<file path="src/rtl/mem_stage.sv">
// Memory-access stage: drives a req/ack data-memory transaction for loads
// and stores, and emits a one-cycle write-back pulse toward MEM/WB.
module mem_stage #(
    parameter int D       = 16,
    parameter int TIMEOUT = 15
) (
    input  logic         clk_i,
    input  logic         rst_i,
    input  logic         valid_i,
    input  logic [2:0]   control_i,
    input  logic [D-1:0] alu_res_i,
    input  logic [D-1:0] rt_i,
    output logic         ready_o,
    output logic         mem_req_o,
    output logic         mem_we_o,
    output logic [D-1:0] mem_addr_o,
    output logic [D-1:0] mem_wdata_o,
    input  logic         mem_ack_i,
    input  logic [D-1:0] mem_rdata_i,
    output logic         wb_valid_o,
    output logic [D-1:0] wb_data_o,
    output logic         err_o
);

    localparam int CW = (TIMEOUT < 1) ? 1 : $clog2(TIMEOUT + 1);
    localparam logic [CW-1:0] CNT_LAST = CW'(TIMEOUT - 1);

    typedef enum logic {
        IDLE = 1'b0,
        BUSY = 1'b1
    } state_t;

    state_t state_q;
    state_t state_d;

    logic [CW-1:0] cnt_q;
    logic [CW-1:0] cnt_d;
    logic          req_d;
    logic          we_d;
    logic [D-1:0]  addr_d;
    logic [D-1:0]  wdata_d;
    logic          wb_valid_d;
    logic [D-1:0]  wb_data_d;
    logic          err_d;

    logic accept;
    logic is_load;
    logic is_store;
    logic is_mem;

    assign ready_o  = (state_q == IDLE);
    assign accept   = valid_i & ready_o;
    assign is_load  = (control_i == 3'd1);
    assign is_store = (control_i == 3'd2);
    assign is_mem   = is_load | is_store;

    always_ff @(posedge clk_i) begin
        if (rst_i) begin
            state_q <= IDLE;
        end else begin
            state_q <= state_d;
        end
    end

    always_comb begin
        state_d    = state_q;
        cnt_d      = cnt_q;
        req_d      = mem_req_o;
        we_d       = mem_we_o;
        addr_d     = mem_addr_o;
        wdata_d    = mem_wdata_o;
        wb_valid_d = 1'b0;
        wb_data_d  = wb_data_o;
        err_d      = err_o;
        unique case (state_q)
            IDLE: begin
                if (accept && is_mem) begin
                    state_d = BUSY;
                    req_d   = 1'b1;
                    we_d    = is_store;
                    addr_d  = alu_res_i;
                    wdata_d = rt_i;
                    cnt_d   = '0;
                end else if (accept) begin
                    wb_valid_d = 1'b1;
                    wb_data_d  = alu_res_i;
                end
            end
            BUSY: begin
                // ack beats a timeout landing in the same cycle
                if (mem_ack_i) begin
                    state_d = IDLE;
                    req_d   = 1'b0;
                    if (!mem_we_o) begin
                        wb_valid_d = 1'b1;
                        wb_data_d  = mem_rdata_i;
                    end
                end else begin
                    cnt_d = cnt_q + CW'(1);
                    if (cnt_q == CNT_LAST) begin
                        state_d = IDLE;
                        req_d   = 1'b0;
                        err_d   = 1'b1;
                    end
                end
            end
            default: state_d = IDLE;
        endcase
    end

    always_ff @(posedge clk_i) begin
        if (rst_i) begin
            cnt_q       <= '0;
            mem_req_o   <= 1'b0;
            mem_we_o    <= 1'b0;
            mem_addr_o  <= '0;
            mem_wdata_o <= '0;
            wb_valid_o  <= 1'b0;
            wb_data_o   <= '0;
            err_o       <= 1'b0;
        end else begin
            cnt_q       <= cnt_d;
            mem_req_o   <= req_d;
            mem_we_o    <= we_d;
            mem_addr_o  <= addr_d;
            mem_wdata_o <= wdata_d;
            wb_valid_o  <= wb_valid_d;
            wb_data_o   <= wb_data_d;
            err_o       <= err_d;
        end
    end

endmodule

</file>
<file path="config.mk">
export PLATFORM = sky130hd
export DESIGN_NAME = mem_stage
export DESIGN_NICKNAME = d
export VERILOG_FILES = /design/src/rtl/mem_stage.sv
export SDC_FILE = /design/constraint.sdc
export NUM_CORES = 1
export LEC_CHECK = 0
export ABC_CLOCK_PERIOD_IN_PS = 1800
export CAP_MARGIN = 25
export CORE_UTILIZATION = 38
export DETAILED_ROUTE_END_ITERATION = 12
export PLACE_DENSITY_LB_ADDON = 0.1
export SLEW_MARGIN = 15
export SYNTH_ARGS = -nofsm -noshare
export SYNTH_HDL_FRONTEND = slang
export SYNTH_SLANG_ARGS = --single-unit
export TNS_END_PERCENT = 30
</file>
<file path="constraint.sdc">
create_clock -name clk_i -period 1.8 [get_ports clk_i]
set_input_delay 0.18 -clock clk_i [delete_from_list [all_inputs] [get_ports clk_i]]
set_output_delay 0.18 -clock clk_i [all_outputs]
set_load 0.01 [all_outputs]
</file>
== Word level (Yosys, flattened, before mapping) ==
Index checks and enable logic that the tools add are counted.

* Register bits: 57
* Input port bits: 55
* Output and inout bits: 53
* Logic and storage cells: 51

* $add $sub $neg: 1
* Equal/unequal tests: 10
* Muxes and demuxes: 21
* Bitwise gates (word level): 4
* Reductions and logical operators: 6

{| class="wikitable"
|+ Operators by type and width
! kind !! number
|-
| $mux W16 || 4
|-
| $pmux W16 S2 || 1
|-
| $mux W1 || 10
|-
| $mux W4 || 2
|-
| $ne A2 B2 Y1 const B || 4
|-
| $pmux W4 S2 || 1
|-
| $pmux W1 S2 || 3
|-
| $reduce_and A2 Y1 || 3
|-
| $add A4 B1 Y4 const B || 1
|-
| $eq A4 B4 Y1 const B || 1
|-
| $ne A2 B1 Y1 const B || 2
|-
| $reduce_and A4 Y1 || 1
|-
| $eq A3 B1 Y1 const B || 1
|-
| $eq A3 B2 Y1 const B || 1
|-
| $ne A3 B2 Y1 const B || 1
|-
| $reduce_and A3 Y1 || 1
|-
| $not A1 Y1 || 2
|-
| $and A1 B1 Y1 || 1
|-
| $logic_and A1 B1 Y1 || 1
|-
| $or A1 B1 Y1 || 1
|}

== Logic depth before layout (Yosys ltp) ==
Gate-level depths: netlist of the first run.

* Depth in word-level cells: 5
* Mapped depth: 6
* Gate-level depth less buffers: 5

== Worst setup path before layout of the first run ==
No wires, ideal clock.

* Kind: register to register
* Start point: reg state_q
* End point: reg wb_data_o[10]
* Library setup time: 0.121 ns
* Data arrival time: 1.549 ns
* Slack: 0.130 ns
* Stages on the path, launching flop included: 6
* Path buffers: 2
* Cell sequence: dfxtp_1 -> clkbuf_1 -> and3b_1 -> a211oi_4 -> buf_6 -> mux2_2

* Longest elaborated chain between the ends: 5
* Elaborated cells on any way between the ends: 9

{| class="wikitable"
|+ RTL lines
! element !! line !! source
|-
| start, declared || 33 || <nowiki>state_t state_q;</nowiki>
|-
| start signal, assigned || 61 || <nowiki>state_q <= state_d;</nowiki>
|-
| $not A1 Y1 (no source line) || n/a ||
|-
| $and A1 B1 Y1 || 52 || <nowiki>assign accept = valid_i & ready_o;</nowiki>
|-
| $logic_and A1 B1 Y1 || 77 || <nowiki>if (accept && is_mem) begin</nowiki>
|-
| $ne A2 B2 Y1 (no source line) || n/a ||
|-
| $reduce_and A4 Y1 (no source line) || n/a ||
|-
| end signal, assigned || 128 || <nowiki>wb_data_o <= wb_data_d;</nowiki>
|-
| end, declared || 21 || <nowiki>output logic [D-1:0] wb_data_o,</nowiki>
|}

Several ways; a longest one is shown, not always the timed one.
A chain may end at the register's enable or synchronous reset.

== Worst setup path after layout of the first run ==
* Start point: reg state_q
* End point: out ready_o

* Longest elaborated chain between the ends: 1

{| class="wikitable"
|+ RTL lines
! element !! line !! source
|-
| $not A1 Y1 (no source line) || n/a ||
|-
| end, declared || 13 || <nowiki>output logic ready_o,</nowiki>
|}

Every way passes these cells.

==> flow_metrics.env, run 1 <==
export IMPL_drv_cap=0
export IMPL_rrSetupSlack_ps=220
export IMPL_grt_pass1_wl_um=11600
export IMPL_syn_avg_cell_area_um2=8.91
export IMPL_overflow=0
export IMPL_synth_mux_area_frac=0.135
export IMPL_ys_ff_latch=57
export IMPL_synth_xor_area_frac=0.0134
export IMPL_synth_top_family_by_area="simple AND/OR/NAND/NOR gates"
export IMPL_yosysMostFrequentCell="dfxtp_1"
export IMPL_core_area_um2=6390
export IMPL_powerDensity_nw_per_um2=769
export IMPL_post_cts_buffers=0
export IMPL_path_cells="buf_4, inv_1, clkdlybuf4s50_1"
export IMPL_syn_nets=340
export IMPL_via_count=2456
export IMPL_fin_nets=452
export IMPL_slew_violations=0
export IMPL_utilization=0.624
export IMPL_whs_ps=324
export IMPL_critPathCaptureType="output port"
export IMPL_drc_errors=0
export IMPL_cp_slowest_cell="clkdlybuf4s50_1"
export IMPL_cp_start_kind="flip-flop"
export IMPL_diodes=0
export IMPL_finalSetupTns_ps=0
export IMPL_yosysWarnings=0
export IMPL_port_buffers=107
export IMPL_grt_max_degree=38
export IMPL_die_x_um=83.5
export IMPL_clk_insertion_delay_late_ps=320
export IMPL_wl_per_cell_um=14.3
export IMPL_place_hpwl_um=4700
export IMPL_vias_per_cell=5.15
export IMPL_relSlewSlack=0.786
export IMPL_syn_inst=283
export IMPL_synth_edff_count=0
export IMPL_finalClockSkew_ps=6.51
export IMPL_hp_start="rst_i"
export IMPL_min_path_cells=3
export IMPL_synth_top_area_frac=0.453
export IMPL_async_flop_share=0
export IMPL_stdcell_area_um2=3980
export IMPL_fmax_mhz=615
export IMPL_cts_tree="yes"
export IMPL_drt_pre_antenna_iters=4
export IMPL_arrival_ps=1450
export IMPL_hold_viol=0
export IMPL_hold_end="wb_data_o[12]"
export IMPL_routed_wl_um=6830
export IMPL_drtIter0Drc=104
export IMPL_cp_max_fo=6
export IMPL_min_path_type="primary input to flip-flop"
export IMPL_placed_cells=461
export IMPL_synth_area_um2=2520
export IMPL_slowest_delay_ps=460
export IMPL_ioPinCount=108
export IMPL_place_ws_ps=-62.0
export IMPL_root_buffer="clkbuf_8"
export IMPL_placed_cell_area_um2=3810
export IMPL_ir_drop_uv=434
export IMPL_grtUsageTotal=0.208
export IMPL_syn_to_final_growth_pct=58.0
export IMPL_start_util=0.395
export IMPL_holdBufCountCts=0
export IMPL_finalNonFillerCells=477
export IMPL_setup_viol=0
export IMPL_routabilityCongestion=0.809
export IMPL_p_total_mw=3.06
export IMPL_cts_sinks=57
export IMPL_synth_compound_area_frac=0.170
export IMPL_max_slew_worst_pin_slew_ps=321
export IMPL_drive_gt1_frac=0.135
export IMPL_timing_rr_end="mem_addr_o[9]"
export IMPL_reg2reg_from="state_q"
export IMPL_cp_required_ps=1620
export IMPL_outcome="finished clean"
export IMPL_synthFlopType="dfxtp_1"
export IMPL_netlist_top_cells_area="dfxtp_1 45%, a21oi_1 7.3%, mux2_2 7.1%"
export IMPL_grt_pass1_vias=2412
export IMPL_crit_family="buffers and inverters"
export IMPL_clk_pin_slew_ps=70
export IMPL_rsz0062_at_grt="false"
export IMPL_synth_fa_ha_area_frac=0.00993
export IMPL_die_h_um=83.5
export IMPL_antenna_found_initial=0
export IMPL_final_period_utilization=0.903
export IMPL_yosysTopAreaCell="dfxtp_1"
export IMPL_ant_nets=0
export IMPL_post_cts_resized=0
export IMPL_nFillCells=547
export IMPL_power_leakage_nw=1.44
export IMPL_period_minus_slack_ps=1630
export IMPL_clockBufferDepth=2
export IMPL_yosys_area_share_simple=0.173
export IMPL_timing_worst_setup_path_type="flip-flop to output port"
export IMPL_ys_seq_area_frac=0.453
export IMPL_num_rows=29
export IMPL_cp_buffers_inverters=3
export IMPL_cts_made_buffers=9
export IMPL_htreeDepth=3
export IMPL_fin_ws_ps=174
export IMPL_die_area_um2=6960
export IMPL_ys_top_cells_by_count="57 x dfxtp_1, 37 x a21oi_1, 34 x o21ai_0, 33 x nand3_1, 21 x clkbuf_1"
export IMPL_ys_types=33
export IMPL_reg2reg_depth=5
cell families (layout without fill, tap and decap cells):
family / count (synthesis) / after routing
buffers and inverters: 28 / 145
AOI/OAI and AO/OA: 79 / 79
adders and majority gates: 2 / 2
DFF: 57 / 57
and+or+nand+nor: 82 / 82
xor gates and xnor gates: 3 / 3
muxes: 32 / 32
worst max-delay path by stage:
stage / from / endpoint / slack [ps] / depth (start not counted)
after floorplan: state_q / wb_data_o[10] / 130 / 5
after global placement: control_i[1] / wb_data_o[5] / -30 / 5
after detailed placement: control_i[1] / wb_data_o[2] / -60 / 5
after CTS: state_q / ready_o / 160 / 3
after global routing: state_q / ready_o / 100 / 3
final: state_q / ready_o / 170 / 3
routing by layer:
metal	GRT usage	vias to the layer above	wire (µm)
li1	-	1213	-
met1	0.262	1157	3100
met2	0.344	78	3290
met3	0.0475	8	359
met4	0.0847	0	80
met5	0	-	0
tightest hold or removal path, stage by stage:
cell and delay (ps):
buf_2 180, nor2_1 120, mux2_2 140
power by group:
part	internal (mW)	leakage [nW]	switching, mW
combinational	0.371	0.884	0.279
clock	0.568	0.0932	0.479
sequential	1.33	0.465	0.0337
total	2.27	1.44	0.792
cells in the final DEF, fill, tap and decap left out, drive strengths merged, types with 2 or more instances in the layout:
master	count
a211oi	2
a21oi	37
and3b	2
buf	20
clkbuf	13
clkdlybuf4s50	106
clkinv	3
dfxtp	57
ha	2
inv	3
mux2	16
mux2i	16
nand2b	2
nand3	33
nor2	19
nor2b	18
o211ai	2
o21ai	34
xor2	2
final cells by class:
type / instances / area [µm²] / share of cell area
multi-input cells: 198 / 1300 / 0.327
inverters: 3 / 11.3 / 0.00283
flip-flops and latches: 57 / 1140 / 0.287
well taps: 77 / 96.3 / 0.0242
clock inverters: 3 / 15.0 / 0.00377
repair buffers: 126 / 1260 / 0.316
clock buffers: 13 / 159 / 0.0399
state kept, by name, indices dropped and copies added, names as in the netlist:
signal / count
wb_valid_o: 1
err_o: 1
mem_addr_o: 16
state_q: 1
mem_req_o: 1
cnt_q: 4
mem_we_o: 1
wb_data_o: 16
mem_wdata_o: 16
No activity file was read; power rests on OpenSTA's default activity.
==> run 2, diff against run 1 <==
--- a/config.mk
+++ b/config.mk
@@ -10,7 +10,7 @@
 export CORE_UTILIZATION = 38
 export DETAILED_ROUTE_END_ITERATION = 12
 export PLACE_DENSITY_LB_ADDON = 0.1
-export SLEW_MARGIN = 15
+export SLEW_MARGIN = 20
 export SYNTH_ARGS = -nofsm -noshare
 export SYNTH_HDL_FRONTEND = slang
 export SYNTH_SLANG_ARGS = --single-unit
==> results of run 2 <==
Same layout as run 1: the final DEF is identical, and so are final timing and power.
==> run 3, diff against run 2 <==
--- a/config.mk
+++ b/config.mk
@@ -7,6 +7,7 @@
 export LEC_CHECK = 0
 export ABC_CLOCK_PERIOD_IN_PS = 1800
 export CAP_MARGIN = 25
+export CORE_MARGIN = 4
 export CORE_UTILIZATION = 38
 export DETAILED_ROUTE_END_ITERATION = 12
 export PLACE_DENSITY_LB_ADDON = 0.1
@@ -14,4 +15,4 @@
 export SYNTH_ARGS = -nofsm -noshare
 export SYNTH_HDL_FRONTEND = slang
 export SYNTH_SLANG_ARGS = --single-unit
-export TNS_END_PERCENT = 30
+export TNS_END_PERCENT = 20
==> run 3 against run 2 <==
  * Total power grew 3.2%
  * Cell count unchanged
  * Via count is 0.53% higher
  * Non-clock buffer count unchanged
  * First-iteration DRC count shrank 7.7%
  * Register-to-register slack got worse by 40 ps
  * Clock power increased by 9.5%
  * Combinational power is essentially flat
  * Core utilization is 0.078 points lower
  * Critical endpoint is now wb_data_o[1]
  * Largest cell class unchanged
  * Largest power group unchanged
  * Highest routed layer unchanged
==> flow_metrics.env, run 3 (same netlist as run 1, synthesis figures left out) <==
export IMPL_outcome="finished clean"
export IMPL_ant_nets=0
export IMPL_grt_pass1_vias=2327
export IMPL_seqPwrFrac=0.432
export IMPL_top_regs="mem_addr_o x16, mem_wdata_o x16, wb_data_o x16"
export IMPL_die_area_um2=8000
export IMPL_powerDensity_nw_per_um2=794
export IMPL_routabilityCongestion=0.739
export IMPL_grt_pass1_wl_um=11200
export IMPL_holdBufCountCts=0
export IMPL_place_hpwl_um=4970
export IMPL_hold_viol=0
export IMPL_post_cts_buffers=0
export IMPL_rsz0062_at_grt="false"
export IMPL_relSlewSlack=0.775
export IMPL_setup_viol=0
export IMPL_use_met2=0.289
export IMPL_vias_per_cell=5.18
export IMPL_wl_per_cell_um=15.4
export IMPL_critPathCaptureType="flip-flop"
export IMPL_post_cts_resized=0
export IMPL_p_comb_frac=0.205
export IMPL_period_minus_slack_ps=1620
export IMPL_syn_to_final_growth_pct=57.8
export IMPL_min_path_type="primary input to flip-flop"
export IMPL_drive_gt1_frac=0.138
export IMPL_busiest_layer="met2"
export IMPL_hp_start="rst_i"
export IMPL_core_area_um2=6390
export IMPL_cts_made_buffers=9
export IMPL_critPathLaunch="state_q"
export IMPL_grtUsageMet3=0.0590
export IMPL_htreeDepth=3
export IMPL_utilization=0.623
export IMPL_cts_sinks=57
export IMPL_arrival_ps=1850
export IMPL_overflow=0
export IMPL_timing_worst_setup_path_type="flip-flop to flip-flop"
export IMPL_die_x_um=89.5
export IMPL_cts_tree="yes"
export IMPL_cp_required_ps=2030
export IMPL_whs_ps=192
export IMPL_final_period_utilization=0.898
export IMPL_finalClockSkew_ps=6.77
export IMPL_drv_cap=0
export IMPL_reg2reg_from="state_q"
export IMPL_drc_errors=0
export IMPL_layout_commonest_cell="clkdlybuf4s50_1"
export IMPL_num_rows=29
export IMPL_drtIter0Drc=96
export IMPL_intPower_mw=2.34
export IMPL_switchingPower_mw=0.820
export IMPL_reg2reg_depth=4
export IMPL_power_leakage_nw=1.45
export IMPL_max_slew_worst_pin_slew_ps=338
export IMPL_fmax_mhz=618
export IMPL_diodes=0
export IMPL_antenna_found_initial=0
export IMPL_cp_start_kind="flip-flop"
export IMPL_die_h_um=89.5
export IMPL_clockBufferDepth=2
export IMPL_met1_usage=0.236
export IMPL_drt_pre_antenna_iters=4
export IMPL_ioPinCount=108
export IMPL_min_path_cells=2
export IMPL_grtUsageTotal=0.185
export IMPL_clk_pin_slew_ps=70
export IMPL_slew_violations=0
export IMPL_root_buffer="clkbuf_8"
export IMPL_fin_nets=452
export IMPL_routed_wl_um=7340
export IMPL_final_cell_mix="106 x clkdlybuf4s50_1, 57 x dfxtp_1, 37 x a21oi_1, 34 x o21ai_0, 33 x nand3_1"
export IMPL_via_count=2469
export IMPL_port_buffers=107
export IMPL_ir_drop_uv=465
export IMPL_start_util=0.395
export IMPL_clk_insertion_delay_late_ps=340
export IMPL_grt_max_degree=38
export IMPL_clkPwrFrac=0.363
export IMPL_p_sw_frac=0.259
export IMPL_cp_max_fo=11
[run 3: changes by cell type in the layout (fill, tap and decap cells not counted)]
cell      change
buf_12        -1
buf_4         +1
clkbuf_1      -1
clkbuf_8      +2
clkinv_2      -1
xnor2_2       +1
xnor2_4       -1
[run 3: metrics by stage]
| step | total power, mW | area, µm² | TNS, ps | instances | setup slack, ps |
|---|---|---|---|---|---|
| floorplan | 1.67 | 2520 | 0 | 283 | 130 |
| global placement | 2.04 | 3780 | 0 | 461 | 12.8 |
| detailed placement | 2.04 | 3780 | -163 | 461 | -22.3 |
| CTS | 3.18 | 3980 | 0 | 477 | 159 |
| global route | 3.29 | 3980 | 0 | 477 | 74.0 |
| finish | 3.16 | 3980 | 0 | 477 | 183 |
[run 3: power by group through the flow]
stage / Sequential, mW / Clock, mW / Combinational, mW
CTS: 1.36 / 1.16 / 0.655
detailed placement: 1.39 / 0 / 0.652
finish: 1.36 / 1.15 / 0.648
global route: 1.37 / 1.23 / 0.696
floorplan: 1.42 / 0 / 0.250
global placement: 1.39 / 0 / 0.646
[run 3: final timing paths]
| check | end | slack, ps |
|---|---|---|
| worst max-delay path | wb_data_o[1] | 180 |
| worst min-delay path | mem_addr_o[15] | 190 |
| worst max register to register | wb_data_o[1] | 180 |
| worst min register to register | mem_wdata_o[4] | 480 |
[run 3: metal layers]
layer / share of wire / wire (µm)
met4: 0.013 / 97
met1: 0.45 / 3280
met2: 0.46 / 3390
met3: 0.078 / 574
met5: 0 / 0
[run 3: cell type report]
cell class,instances,area (µm²)
well taps,77,96.3
multi-input cells,198,1290
fillers,578,2410
inverters,3,11.3
repair buffers,126,1250
flip-flops and latches,57,1140
clock inverters,2,10.0
clock buffers,14,183
[run 3: worst max-delay path: stages, from the launching register on]
cell	delay (ps)
dfxtp_1	500
and3b_1	250
a211oi_4	170
buf_4	230
mux2_2	350
